File: config.mk
export PLATFORM = sky130hd
export DESIGN_NAME = alu_exec_ctrl
export DESIGN_NICKNAME = d
export VERILOG_FILES = /design/src/rtl/alu_exec_pkg.sv /design/src/rtl/regfile8x8.sv /design/src/rtl/alu_exec_ctrl.sv
export SDC_FILE = /design/constraint.sdc
export NUM_CORES = 1
export LEC_CHECK = 0
export ABC_AREA = 1
export CELL_PAD_IN_SITES_DETAIL_PLACEMENT = 1
export CELL_PAD_IN_SITES_GLOBAL_PLACEMENT = 1
export CORE_MARGIN = 4
export CORE_UTILIZATION = 42
export DETAILED_ROUTE_END_ITERATION = 12
export PLACE_DENSITY_LB_ADDON = 0.05
export SLEW_MARGIN = 10
export SYNTH_ARGS = -nofsm -noshare
export SYNTH_HDL_FRONTEND = slang
export SYNTH_SLANG_ARGS = --single-unit
File: constraint.sdc
create_clock -name clk -period 4.3 [get_ports clk]
set_clock_uncertainty 0.2 [all_clocks]
set_input_delay 0.645 -clock clk [delete_from_list [all_inputs] [get_ports clk]]
set_output_delay 0.645 -clock clk [all_outputs]
set_load 0.03 [all_outputs]
File: src/rtl/alu_exec_pkg.sv
`default_nettype none
// ============================================================================
// Module      : alu_exec_pkg
// Description : Opcodes, FSM encoding and instruction field positions shared
//               by the execute-stage controller and its register file.
// Revision    : 1.0 - initial release
// ============================================================================
package alu_exec_pkg;

    localparam int DATA_W  = 8;
    localparam int NREG    = 8;
    localparam int REG_AW  = 3;
    localparam int OP_W    = 4;
    localparam int INSTR_W = 16;

    localparam logic [OP_W-1:0] OP_ADD = 4'd0;
    localparam logic [OP_W-1:0] OP_SUB = 4'd1;
    localparam logic [OP_W-1:0] OP_AND = 4'd2;
    localparam logic [OP_W-1:0] OP_OR  = 4'd3;
    localparam logic [OP_W-1:0] OP_XOR = 4'd4;
    localparam logic [OP_W-1:0] OP_NOT = 4'd5;
    localparam logic [OP_W-1:0] OP_SHL = 4'd6;
    localparam logic [OP_W-1:0] OP_SHR = 4'd7;
    localparam logic [OP_W-1:0] OP_MUL = 4'd8;
    localparam logic [OP_W-1:0] OP_DIV = 4'd9;
    localparam logic [OP_W-1:0] OP_LDI = 4'd15;

    localparam logic [1:0] S_IDLE = 2'd0;
    localparam logic [1:0] S_READ = 2'd1;
    localparam logic [1:0] S_EXEC = 2'd2;
    localparam logic [1:0] S_WB   = 2'd3;

    localparam int OP_MSB  = 15;
    localparam int OP_LSB  = 12;
    localparam int RD_MSB  = 11;
    localparam int RD_LSB  = 9;
    localparam int RS1_MSB = 8;
    localparam int RS1_LSB = 6;
    localparam int RS2_MSB = 5;
    localparam int RS2_LSB = 3;
    localparam int IMM_MSB = 7;
    localparam int IMM_LSB = 0;

    // Opcodes above DIV other than LDI have no meaning and are dropped.
    function automatic logic is_reserved_op(input logic [OP_W-1:0] op);
        return (op > OP_DIV) && (op != OP_LDI);
    endfunction

endpackage
`default_nettype wire

File: src/rtl/regfile8x8.sv
`default_nettype none
// ============================================================================
// Module      : regfile8x8
// Description : 8x8 register file, two registered operand reads, one write,
//               one combinational debug read; r0 is hardwired to zero.
// Revision    : 1.0 - initial release
// ============================================================================
module regfile8x8
    import alu_exec_pkg::*;
(
    input  logic              clk,
    input  logic              rst,
    input  logic              rd_en,
    input  logic [REG_AW-1:0] rd_addr1,
    input  logic [REG_AW-1:0] rd_addr2,
    output logic [DATA_W-1:0] rd_data1,
    output logic [DATA_W-1:0] rd_data2,
    input  logic              we,
    input  logic [REG_AW-1:0] wr_addr,
    input  logic [DATA_W-1:0] wr_data,
    input  logic [REG_AW-1:0] dbg_addr,
    output logic [DATA_W-1:0] dbg_data
);

    logic [DATA_W-1:0] r_mem_q [NREG];
    logic [DATA_W-1:0] w_mem_d [NREG];
    logic [DATA_W-1:0] r_rd1_q, w_rd1_d;
    logic [DATA_W-1:0] r_rd2_q, w_rd2_d;

    always_comb begin
        w_mem_d = r_mem_q;
        w_rd1_d = r_rd1_q;
        w_rd2_d = r_rd2_q;
        if (we && (wr_addr != '0)) begin
            w_mem_d[wr_addr] = wr_data;
        end
        if (rd_en) begin
            w_rd1_d = (rd_addr1 == '0) ? '0 : r_mem_q[rd_addr1];
            w_rd2_d = (rd_addr2 == '0) ? '0 : r_mem_q[rd_addr2];
        end
    end

    always_ff @(posedge clk) begin
        if (rst) begin
            for (int i = 0; i < NREG; i++) begin
                r_mem_q[i] <= '0;
            end
            r_rd1_q <= '0;
            r_rd2_q <= '0;
        end else begin
            r_mem_q <= w_mem_d;
            r_rd1_q <= w_rd1_d;
            r_rd2_q <= w_rd2_d;
        end
    end

    assign rd_data1 = r_rd1_q;
    assign rd_data2 = r_rd2_q;
    assign dbg_data = (dbg_addr == '0) ? '0 : r_mem_q[dbg_addr];

endmodule
`default_nettype wire

File: src/rtl/alu_exec_ctrl.sv
`default_nettype none
// ============================================================================
// Module      : alu_exec_ctrl
// Description : Serial execute-stage controller: IDLE->READ->EXEC->WB around
//               an external 8-bit ALU, with writeback and error pulses.
// Revision    : 1.0 - initial release
// ============================================================================
module alu_exec_ctrl
    import alu_exec_pkg::*;
(
    input  logic               clk,
    input  logic               rst,
    input  logic               in_valid,
    output logic               in_ready,
    input  logic [INSTR_W-1:0] in_instr,
    output logic [DATA_W-1:0]  alu_rs1,
    output logic [DATA_W-1:0]  alu_rs2,
    output logic [OP_W-1:0]    alu_opcode,
    input  logic [DATA_W-1:0]  alu_out,
    input  logic               alu_carry,
    output logic               wb_valid,
    output logic [REG_AW-1:0]  wb_rd,
    output logic [DATA_W-1:0]  wb_data,
    output logic               carry_flag,
    output logic               div0_err,
    output logic               illegal_err,
    input  logic [REG_AW-1:0]  dbg_addr,
    output logic [DATA_W-1:0]  dbg_data
);

    logic [1:0]         r_state_q, w_state_d;
    logic [INSTR_W-1:0] r_instr_q, w_instr_d;
    logic [DATA_W-1:0]  r_result_q, w_result_d;
    logic               r_carry_cap_q, w_carry_cap_d;
    logic               r_carry_flag_q, w_carry_flag_d;

    logic [OP_W-1:0]    w_op;
    logic [REG_AW-1:0]  w_rd, w_rs1, w_rs2;
    logic [DATA_W-1:0]  w_imm, w_op1, w_op2;
    logic               w_accept, w_read_en, w_is_ldi, w_reserved, w_div0, w_commit;

    assign w_op       = r_instr_q[OP_MSB:OP_LSB];
    assign w_rd       = r_instr_q[RD_MSB:RD_LSB];
    assign w_rs1      = r_instr_q[RS1_MSB:RS1_LSB];
    assign w_rs2      = r_instr_q[RS2_MSB:RS2_LSB];
    assign w_imm      = r_instr_q[IMM_MSB:IMM_LSB];
    assign w_accept   = in_valid && in_ready;
    assign w_read_en  = (r_state_q == S_READ);
    assign w_is_ldi   = (w_op == OP_LDI);
    assign w_reserved = is_reserved_op(w_op);
    assign w_div0     = (w_op == OP_DIV) && (w_op2 == '0);
    assign w_commit   = !w_reserved && !w_div0;

    regfile8x8 u_regfile (
        .clk      (clk),
        .rst      (rst),
        .rd_en    (w_read_en),
        .rd_addr1 (w_rs1),
        .rd_addr2 (w_rs2),
        .rd_data1 (w_op1),
        .rd_data2 (w_op2),
        .we       (wb_valid),
        .wr_addr  (w_rd),
        .wr_data  (r_result_q),
        .dbg_addr (dbg_addr),
        .dbg_data (dbg_data)
    );

    always_ff @(posedge clk) begin
        if (rst) begin
            r_state_q <= S_IDLE;
        end else begin
            r_state_q <= w_state_d;
        end
    end

    always_comb begin
        w_state_d = r_state_q;
        case (r_state_q)
            S_IDLE:  if (w_accept) w_state_d = S_READ;
            S_READ:  w_state_d = S_EXEC;
            S_EXEC:  w_state_d = S_WB;
            default: w_state_d = S_IDLE;
        endcase
    end

    always_comb begin
        w_instr_d      = r_instr_q;
        w_result_d     = r_result_q;
        w_carry_cap_d  = r_carry_cap_q;
        w_carry_flag_d = r_carry_flag_q;
        if ((r_state_q == S_IDLE) && w_accept) begin
            w_instr_d = in_instr;
        end
        if (r_state_q == S_EXEC) begin
            w_result_d    = w_is_ldi ? w_imm : alu_out;
            w_carry_cap_d = w_is_ldi ? 1'b0 : alu_carry;
        end
        // LDI never touched the ALU, so its captured carry is meaningless.
        if ((r_state_q == S_WB) && w_commit && !w_is_ldi) begin
            w_carry_flag_d = r_carry_cap_q;
        end
    end

    always_ff @(posedge clk) begin
        if (rst) begin
            r_instr_q      <= '0;
            r_result_q     <= '0;
            r_carry_cap_q  <= 1'b0;
            r_carry_flag_q <= 1'b0;
        end else begin
            r_instr_q      <= w_instr_d;
            r_result_q     <= w_result_d;
            r_carry_cap_q  <= w_carry_cap_d;
            r_carry_flag_q <= w_carry_flag_d;
        end
    end

    always_comb begin
        in_ready    = (r_state_q == S_IDLE) && !rst;
        alu_rs1     = w_op1;
        alu_rs2     = w_op2;
        alu_opcode  = w_op;
        wb_valid    = (r_state_q == S_WB) && w_commit;
        div0_err    = (r_state_q == S_WB) && w_div0;
        illegal_err = (r_state_q == S_WB) && w_reserved;
        wb_rd       = w_rd;
        wb_data     = r_result_q;
        carry_flag  = r_carry_flag_q;
    end

endmodule
`default_nettype wire

==> results.txt, run 1 <==
- Commonest cells after routing, fill and taps aside: sky130_fd_sc_hd__nand2_1, sky130_fd_sc_hd__inv_1, sky130_fd_sc_hd__dfxtp_1, sky130_fd_sc_hd__a21oi_1, sky130_fd_sc_hd__nor2_1
- The die covers 17100 um^2.
* Achievable Freq: 282 MHz
- Traced cell by cell, the critical path runs through clkdlybuf4s50_1, buf_4, inv_1, a21oi_1, o21ai_0, nand3_1, nand2_1, a21oi_1, buf_4.
- For the worst setup path, the data arrival time is 2.70 ns.
- In the routed design, unresolved DRC markers number 0.
- Portion of the clock cycle consumed by the worst path in the final layout: 0.824
- In the synthesized netlist, the number of instances is 1015.
- Global route total overflow: 0
- Summed over all layers, the routed wires come to 23.3 mm.
* VDD IR max: 343 uV
- Average wire per cell in the routed design: 18.9 um
- The clock period could shrink to 3.54 ns.
- Using the TritonRoute via totals, the vias-per-cell ratio works out to 5.42.
* Min-Delay Path Class: reg2reg
* First-pass GRT wire length: 36.4 mm
- Gp weighted congestion: 0.962
* Sequential share of the synthesized area: 0.342
* Slack of the worst reg-to-reg path: 1.53 ns
- The number of antenna diodes in the final layout is 0.
- In the final design database the tool counted 1079 nets.
- Entering global routing, the biggest net connects 83 pins.
- Of the total synthesized cell area, the portion taken by AND, OR, NAND and NOR gates is 0.333.
* Post-Synthesis Net Count: 1050
- Area share of fa/ha/maj cells after synthesis: 0.00792
- The worst setup path is captured at a primary output.
- Clock-pin slew was measured on the worst setup and hold paths at 0.07 ns.
* Seq cells post-synth: 108
- Vias in the first global route: 6588
- During synthesis, Yosys emitted a total of 0 warnings.
- The floorplan has 44 rows.
* Horizontal extent of the die: 131 um
* Total met2 wirelength after detailed routing: 10.6 mm
- Worst-case hold slack: 0.230 ns
- The analysis attributes to cell leakage a power of 3.15 nW.
* Hold Buf Count CTS: 0
* Slew at the pin closest to its max-slew limit: 0.889 ns
- TritonCTS built the clock tree.
- Max-cap violations in this run came to 0.
- Outcome: finished clean
- Effective utilization at floorplan: 0.431
- TritonRoute pass-1 iters: 5
- Final hold viol count: 0
- Averaged over all synthesized cells, the footprint is 6.23 um^2.
* Number of primary I/O pins: 75
- The compound-cell area share of the yosys netlist is 0.162.
- Die outline height: 131 um
- Vias: 6680
- The area growth from synthesis to layout is 15.8%.
* Count of H-tree levels built during CTS: 3
- Summed over all failing endpoints, the final setup total negative slack is 0 ns.
* Total GRT Usage: 0.282
- In this run the deepest clock path goes through 2 buffers.
- Metal1 wirelength: 10.2 mm
- In this run the post-CTS setup repair buffer count came out at 0.
* Largest family of logic cells by synthesized area: simple AND/OR/NAND/NOR gates
- Mapped Area: 6320 um^2
- Power spread over the standard cell area amounts to 434 nW/um^2.
* Top routing layer in use: met4
- In the final layout, the share of cells above drive strength 1 is 0.0515.
- On the worst path, the slowest cell contributes a delay of 0.45 ns.
- Xor-xnor portion of the synthesized cell area: 0
* Count of clock tree sinks: 108
- Maximum fanout encountered on the critical timing path: 41
* Detail Route met3 WL: 1.42 mm
- Counting the buffers created by CTS gives 9.
- Slowest library cell on the worst path: sky130_fd_sc_hd__clkdlybuf4s50_1
- Once detail routing completed, the nets flagged for antenna violations numbered 0.
- The region available for standard cell placement spans 14600 um^2.
* Root Buffer Master: sky130_fd_sc_hd__clkbuf_16
- Number of buffers and inverters on the critical path: 4
- Setup violations remaining at the end of the flow were counted as 0.
- Among cell families on the critical path, the largest total delay comes from buffers and inverters.
- STA classifies the critical path startpoint as a primary input.
* Clock latency on the worst-skew pair: 0.37 ns
- The number of pins exceeding their max-slew limit in the final report is 0.
* DR iter-0 viols: 535
* HPWL Detailed: 17.0 mm
- Antenna violations before repair: 0
- Measured against its own limit, the worst slew margin works out to 0.408.
- Critical path required time: 3.45 ns
* Startpoint-to-endpoint class of the critical path: in2out
- Leaving out fill and tap cells, the most frequent cell in the layout is sky130_fd_sc_hd__nand2_1.
* Number of unique standard cell types used by synthesis: 26
- Gates resized during post-CTS repair numbered 0.
- Count of buffers inserted at the top-level ports: 74
- Setup repair after global routing missed its margin: false
* Multiplexer area fraction after synthesis: 0
## cell type report
class                           count  area [um^2]
Fill cell                        2040         7320
Multi-Input combinational cell    665         3190
Clock inverter                      7         58.8
Clock buffer                        9          225
Inverter                          176          661
Sequential cell                   108         2160
Timing Repair Buffer               84          796
Tap cell                          184          230
## worst paths after layout
path,from,end,cells after the start
worst min register to register,u_regfile.r_mem_q[61],u_regfile.r_mem_q[61],2
worst min-delay path,u_regfile.r_mem_q[61],u_regfile.r_mem_q[61],2
worst max-delay path,dbg_addr[0],dbg_data[7],9
worst max register to register,r_instr_q[15],u_regfile.r_mem_q[5],9
## registers in the layout, indices dropped and copies added (netlist names)
signal	cells
u_regfile.r_mem_q	64
r_instr_q	16
u_regfile.rd_data1	8
u_regfile.rd_data2	8
wb_data	8
r_state_q	2
carry_flag	1
r_carry_cap_q	1
## worst reg2reg max path, delay by kind of cell, from the launching register on
| kind | cells | cell delay [ns] |
|---|---|---|
| simple gates | 7 | 1.49 |
| buf+inv | 2 | 0.63 |
| flops | 1 | 0.40 |
## report_power, final
group | switching [mW] | internal (mW) | total [mW]
clock | 0.437 | 0.406 | 0.843
combinational | 0.785 | 0.355 | 1.14
sequential | 0.0954 | 1.10 | 1.20
total | 1.32 | 1.86 | 3.18
## stage by stage
step / area, um^2 / cells / power (mW) / utilization / setup WS (ns)
after floorplan: 6320 / 1015 / 1.95 / - / 1.54
after CTS: 7320 / 1233 / 3.19 / 0.500 / 0.780
final: 7320 / 1233 / 3.18 / 0.500 / 0.759
after global placement: 7040 / 1217 / 2.33 / 0.480 / 0.824
after global routing: 7320 / 1233 / 3.36 / 0.500 / 0.501
after detailed placement: 7040 / 1217 / 2.35 / 0.480 / 0.788
## logic make-up after synthesis
kind of cell | count (synthesis)
AOI/OAI and AO/OA | 190
adders and majority gates | 4
buffers and inverters | 242
DFF | 108
and+or+nand+nor | 471
## synthesized netlist by cell type
cell                         n  area, um^2
sky130_fd_sc_hd__a21oi_1    88         440
sky130_fd_sc_hd__nand3_4     3        52.6
sky130_fd_sc_hd__nor3_2      7        70.1
sky130_fd_sc_hd__o31ai_1    11        82.6
sky130_fd_sc_hd__nand4_1    57         357
sky130_fd_sc_hd__buf_2      12        60.1
sky130_fd_sc_hd__dfxtp_1   108        2160
sky130_fd_sc_hd__inv_2       2        7.51
sky130_fd_sc_hd__inv_1     169         634
sky130_fd_sc_hd__buf_1       7        26.3
sky130_fd_sc_hd__buf_4      13        97.6
sky130_fd_sc_hd__clkbuf_1   33         124
sky130_fd_sc_hd__o21ai_0    73         365
sky130_fd_sc_hd__and3_1      1        6.26
sky130_fd_sc_hd__a31oi_1     1        6.26
sky130_fd_sc_hd__o211ai_1   17         128
sky130_fd_sc_hd__nor2_1     86         323
sky130_fd_sc_hd__nand3_1    55         275
sky130_fd_sc_hd__nand3_2     4        40.0
sky130_fd_sc_hd__buf_6       1        11.3
sky130_fd_sc_hd__ha_1        4        50.1
sky130_fd_sc_hd__nor2_2      2        12.5
sky130_fd_sc_hd__clkinv_1    5        18.8
sky130_fd_sc_hd__nor3_1      4        20.0
sky130_fd_sc_hd__and2_1      1        6.26
sky130_fd_sc_hd__nand2_1   251         942
## layer usage
layer / global-route usage / up-vias
met3: 0.0659 / 58
li1: - / 3291
met5: 0 / -
met1: 0.357 / 3118
met2: 0.460 / 213
met4: 0.125 / 0
Note: power is estimated with default switching activity, not from simulation.
==> run 2, diff against run 1 <==
--- a/config.mk
+++ b/config.mk
@@ -9,7 +9,7 @@
 export CELL_PAD_IN_SITES_DETAIL_PLACEMENT = 1
 export CELL_PAD_IN_SITES_GLOBAL_PLACEMENT = 1
 export CORE_MARGIN = 4
-export CORE_UTILIZATION = 42
+export CORE_UTILIZATION = 39
 export DETAILED_ROUTE_END_ITERATION = 12
 export PLACE_DENSITY_LB_ADDON = 0.05
 export SLEW_MARGIN = 10
==> constraint.sdc (replaced) <==
create_clock -name clk -period 3.3 [get_ports clk]
set_clock_uncertainty 0.2 [all_clocks]
set_input_delay 0.495 -clock clk [delete_from_list [all_inputs] [get_ports clk]]
set_output_delay 0.495 -clock clk [all_outputs]
set_load 0.03 [all_outputs]
==> run 2 against run 1 <==
  * Utilization is 3.1 points lower
  * Worst hold slack worse by 0.0054 ns
  * Count of clock-buffer cells in the layout is 1 higher
  * Combinational power is 35% higher
  * Via count is 0.39% higher
  * Non-clock buffer count is 9 higher
  * Global-route usage is 1.2 points lower
  * Register-to-register slack worse by 0.76 ns
  * Critical path depth is 3 lower
  * Clock power is 30% higher
  * Cell area is 1.7% higher
  * Critical endpoint is now dbg_data[5]
  * Largest power group unchanged
  * Highest routed layer unchanged
==> results.txt, run 2 (synthesized netlist as in run 1, its figures left out) <==
* Outcome: finished clean
* DR iter-0 viols: 603
* HPWL Detailed: 18.0 mm
- Area of the die: 18300 um^2
- Slew at the pin closest to its max-slew limit: 0.843 ns
- Largest Register: u_regfile.r_mem_q
* Clock latency on the worst-skew pair: 0.37 ns
- In this run the horizontal extent of the chip is 135 um.
* Hold Buf Count CTS: 0
- Root Buffer Master: sky130_fd_sc_hd__clkbuf_16
- Worst reg2reg path startpoint: r_instr_q[15]
* Clock transition at path regs: 0.07 ns
- Maxcap violations: 0
- Before antenna repair, the detailed router went through 5 iterations.
- After detailed routing, the number of remaining DRC violations is 0.
- For this run the aggregate overflow at the end of global routing stands at 0.
- Routed signal wires occupy layers up through met4.
* Final standard cell count with taps included and fillers excluded: 1274
- Setup violations remaining at the end of the flow were counted as 0.
- The clock tree synthesis step divided the H-tree into 3 levels.
- Dividing the final minimum period by the clock period gives 0.911.
* Registers with the most flip-flops: u_regfile.r_mem_q (64), r_instr_q (16)
* Max FFs per register: 64
- In this run, post-CTS repair resized a total of 0 instances.
- Final hold viol count: 0
- Placement Cell Area: 7160 um^2
- Layout cell share with drive strength beyond 1: 0.0586
- In the final timing run, aggregate negative setup slack is 0 ns.
- The core region is 15900 um^2.
* Total met2 wirelength after detailed routing: 11.9 mm
* Startpoint of the most critical hold path: u_regfile.r_mem_q[61]
- The floorplan step set the die height to 135 um.
- The initial utilization of the core area, before any placement, comes to 0.398.
- Critical path required time: 2.60 ns
- Number of setup buffers added after CTS: 0
* Achievable Freq: 333 MHz
- Post-route cell area: 7450 um^2
* First-pass GRT wire length: 37.6 mm
- Total power per unit cell area: 564 nW/um^2
- Summed over all cells, the static leakage comes to 3.19 nW.
- VDD IR max: 268 uV
* Placed cell count: 1258
* Minimum period implied by the final worst setup slack: 3.01 ns
- Maximum fanout encountered on the critical timing path: 17
* Most common cell after layout, fill and taps aside: sky130_fd_sc_hd__nand2_1
- Post-layout utilization of the core: 0.469
- Remaining antenna violation count after routing: 0
- The worst setup path is launched from a primary input.
* Vias: 6706
- Min-Delay Path Class: reg2reg
- Setup repair after global routing left no endpoint under its margin.
* Headroom to the max-slew limit: 0.435
- CTS tree: yes
* Crit end category: primary output
- Total GRT Usage: 0.270
* Number of slew-limit violations in the final report: 0
- Antenna diode count: 0
* Antenna violations before repair: 0
- Metal1 wirelength: 10.8 mm
* Maximum buffer depth of the clock tree: 2
- The final layout contains 1088 nets.
- 75 I/O pins were placed.
* Commonest cells after routing, fill and taps aside: sky130_fd_sc_hd__nand2_1, sky130_fd_sc_hd__inv_1, sky130_fd_sc_hd__dfxtp_1, sky130_fd_sc_hd__a21oi_1, sky130_fd_sc_hd__nor2_1
* Detail Route met3 WL: 1.35 mm
- The floorplan has 46 rows.
- Critical path origin: dbg_addr[1]
* Area Growth Syn to Fin: 17.8%
- Average wire per cell in the routed design: 19.5 um
- Maximum number of pins on one net before global-route repair: 83
- Buffers inserted during clock tree synthesis total 9.
- DRT Wirelength: 24.8 mm
- Clock tree synthesis found a total of 108 sinks.
- Drt via density: 5.26
- Vias in the first global route: 6513
* Count of buffers inserted at the top-level ports: 74
- Gp weighted congestion: 0.900
- STA puts the critical path data arrival time at 2.31 ns.
- Startpoint-to-endpoint class of the critical path: in2out
## run 2: cell count changes in the layout (fill, tap and decap cells not counted)
cell                         previous run  this run
sky130_fd_sc_hd__buf_12                 0         1
sky130_fd_sc_hd__buf_4                 18        26
sky130_fd_sc_hd__clkbuf_1               0         1
sky130_fd_sc_hd__clkinv_2               2         0
sky130_fd_sc_hd__clkinv_4               1         3
sky130_fd_sc_hd__clkinv_8               0         1
sky130_fd_sc_hd__clkinvlp_4             0         1
sky130_fd_sc_hd__inv_6                  2         0
sky130_fd_sc_hd__inv_8                  2         1
## run 2: report_power, final
| part | internal [mW] | switching [mW] |
|---|---|---|
| Sequential | 1.44 | 0.119 |
| Combinational | 0.479 | 1.06 |
| Clock | 0.530 | 0.571 |
## run 2: routing by layer
metal,vias to the layer above,global-route usage
met3,40,0.0520
met4,0,0.0935
li1,3314,-
met1,3175,0.339
met5,-,0
met2,177,0.464
## run 2: area by class of cell
| cell class | count | area (um^2) |
|---|---|---|
| Fill cell | 2180 | 8440 |
| Multi-Input combinational cell | 665 | 3190 |
| Sequential cell | 108 | 2160 |
| Timing Repair Buffer | 93 | 876 |
| Inverter | 176 | 661 |
| Tap cell | 216 | 270 |
| Clock buffer | 10 | 229 |
| Clock inverter | 6 | 61.3 |
## run 2: path summary, 6_finish.rpt
| check | slack (ns) | end | cells after the start |
|---|---|---|---|
| worst max-delay path | 0.29 | dbg_data[5] | 6 |
| worst max register to register | 0.77 | u_regfile.r_mem_q[35] | 10 |
| worst min register to register | 0.22 | u_regfile.r_mem_q[61] | 2 |
| worst min-delay path | 0.22 | u_regfile.r_mem_q[61] | 2 |
## run 2: per-stage QoR
step           worst slack, ns  hold WS [ns]  power [mW]
5_1_grt                  0.165         0.250        4.40
3_3_place_gp             0.338         0.210        3.09
3_5_place_dp             0.311         0.213        3.11
2_1_floorplan            0.838         0.200        2.54
6_report                 0.295         0.224        4.20
4_1_cts                  0.323         0.225        4.21
## run 2: critical path, stage by stage
cell,delay (ns)
sky130_fd_sc_hd__clkdlybuf4s50_1,0.50
sky130_fd_sc_hd__clkinv_1,0.39
sky130_fd_sc_hd__nand2_1,0.44
sky130_fd_sc_hd__nand2_1,0.09
sky130_fd_sc_hd__a21oi_1,0.19
sky130_fd_sc_hd__buf_4,0.20
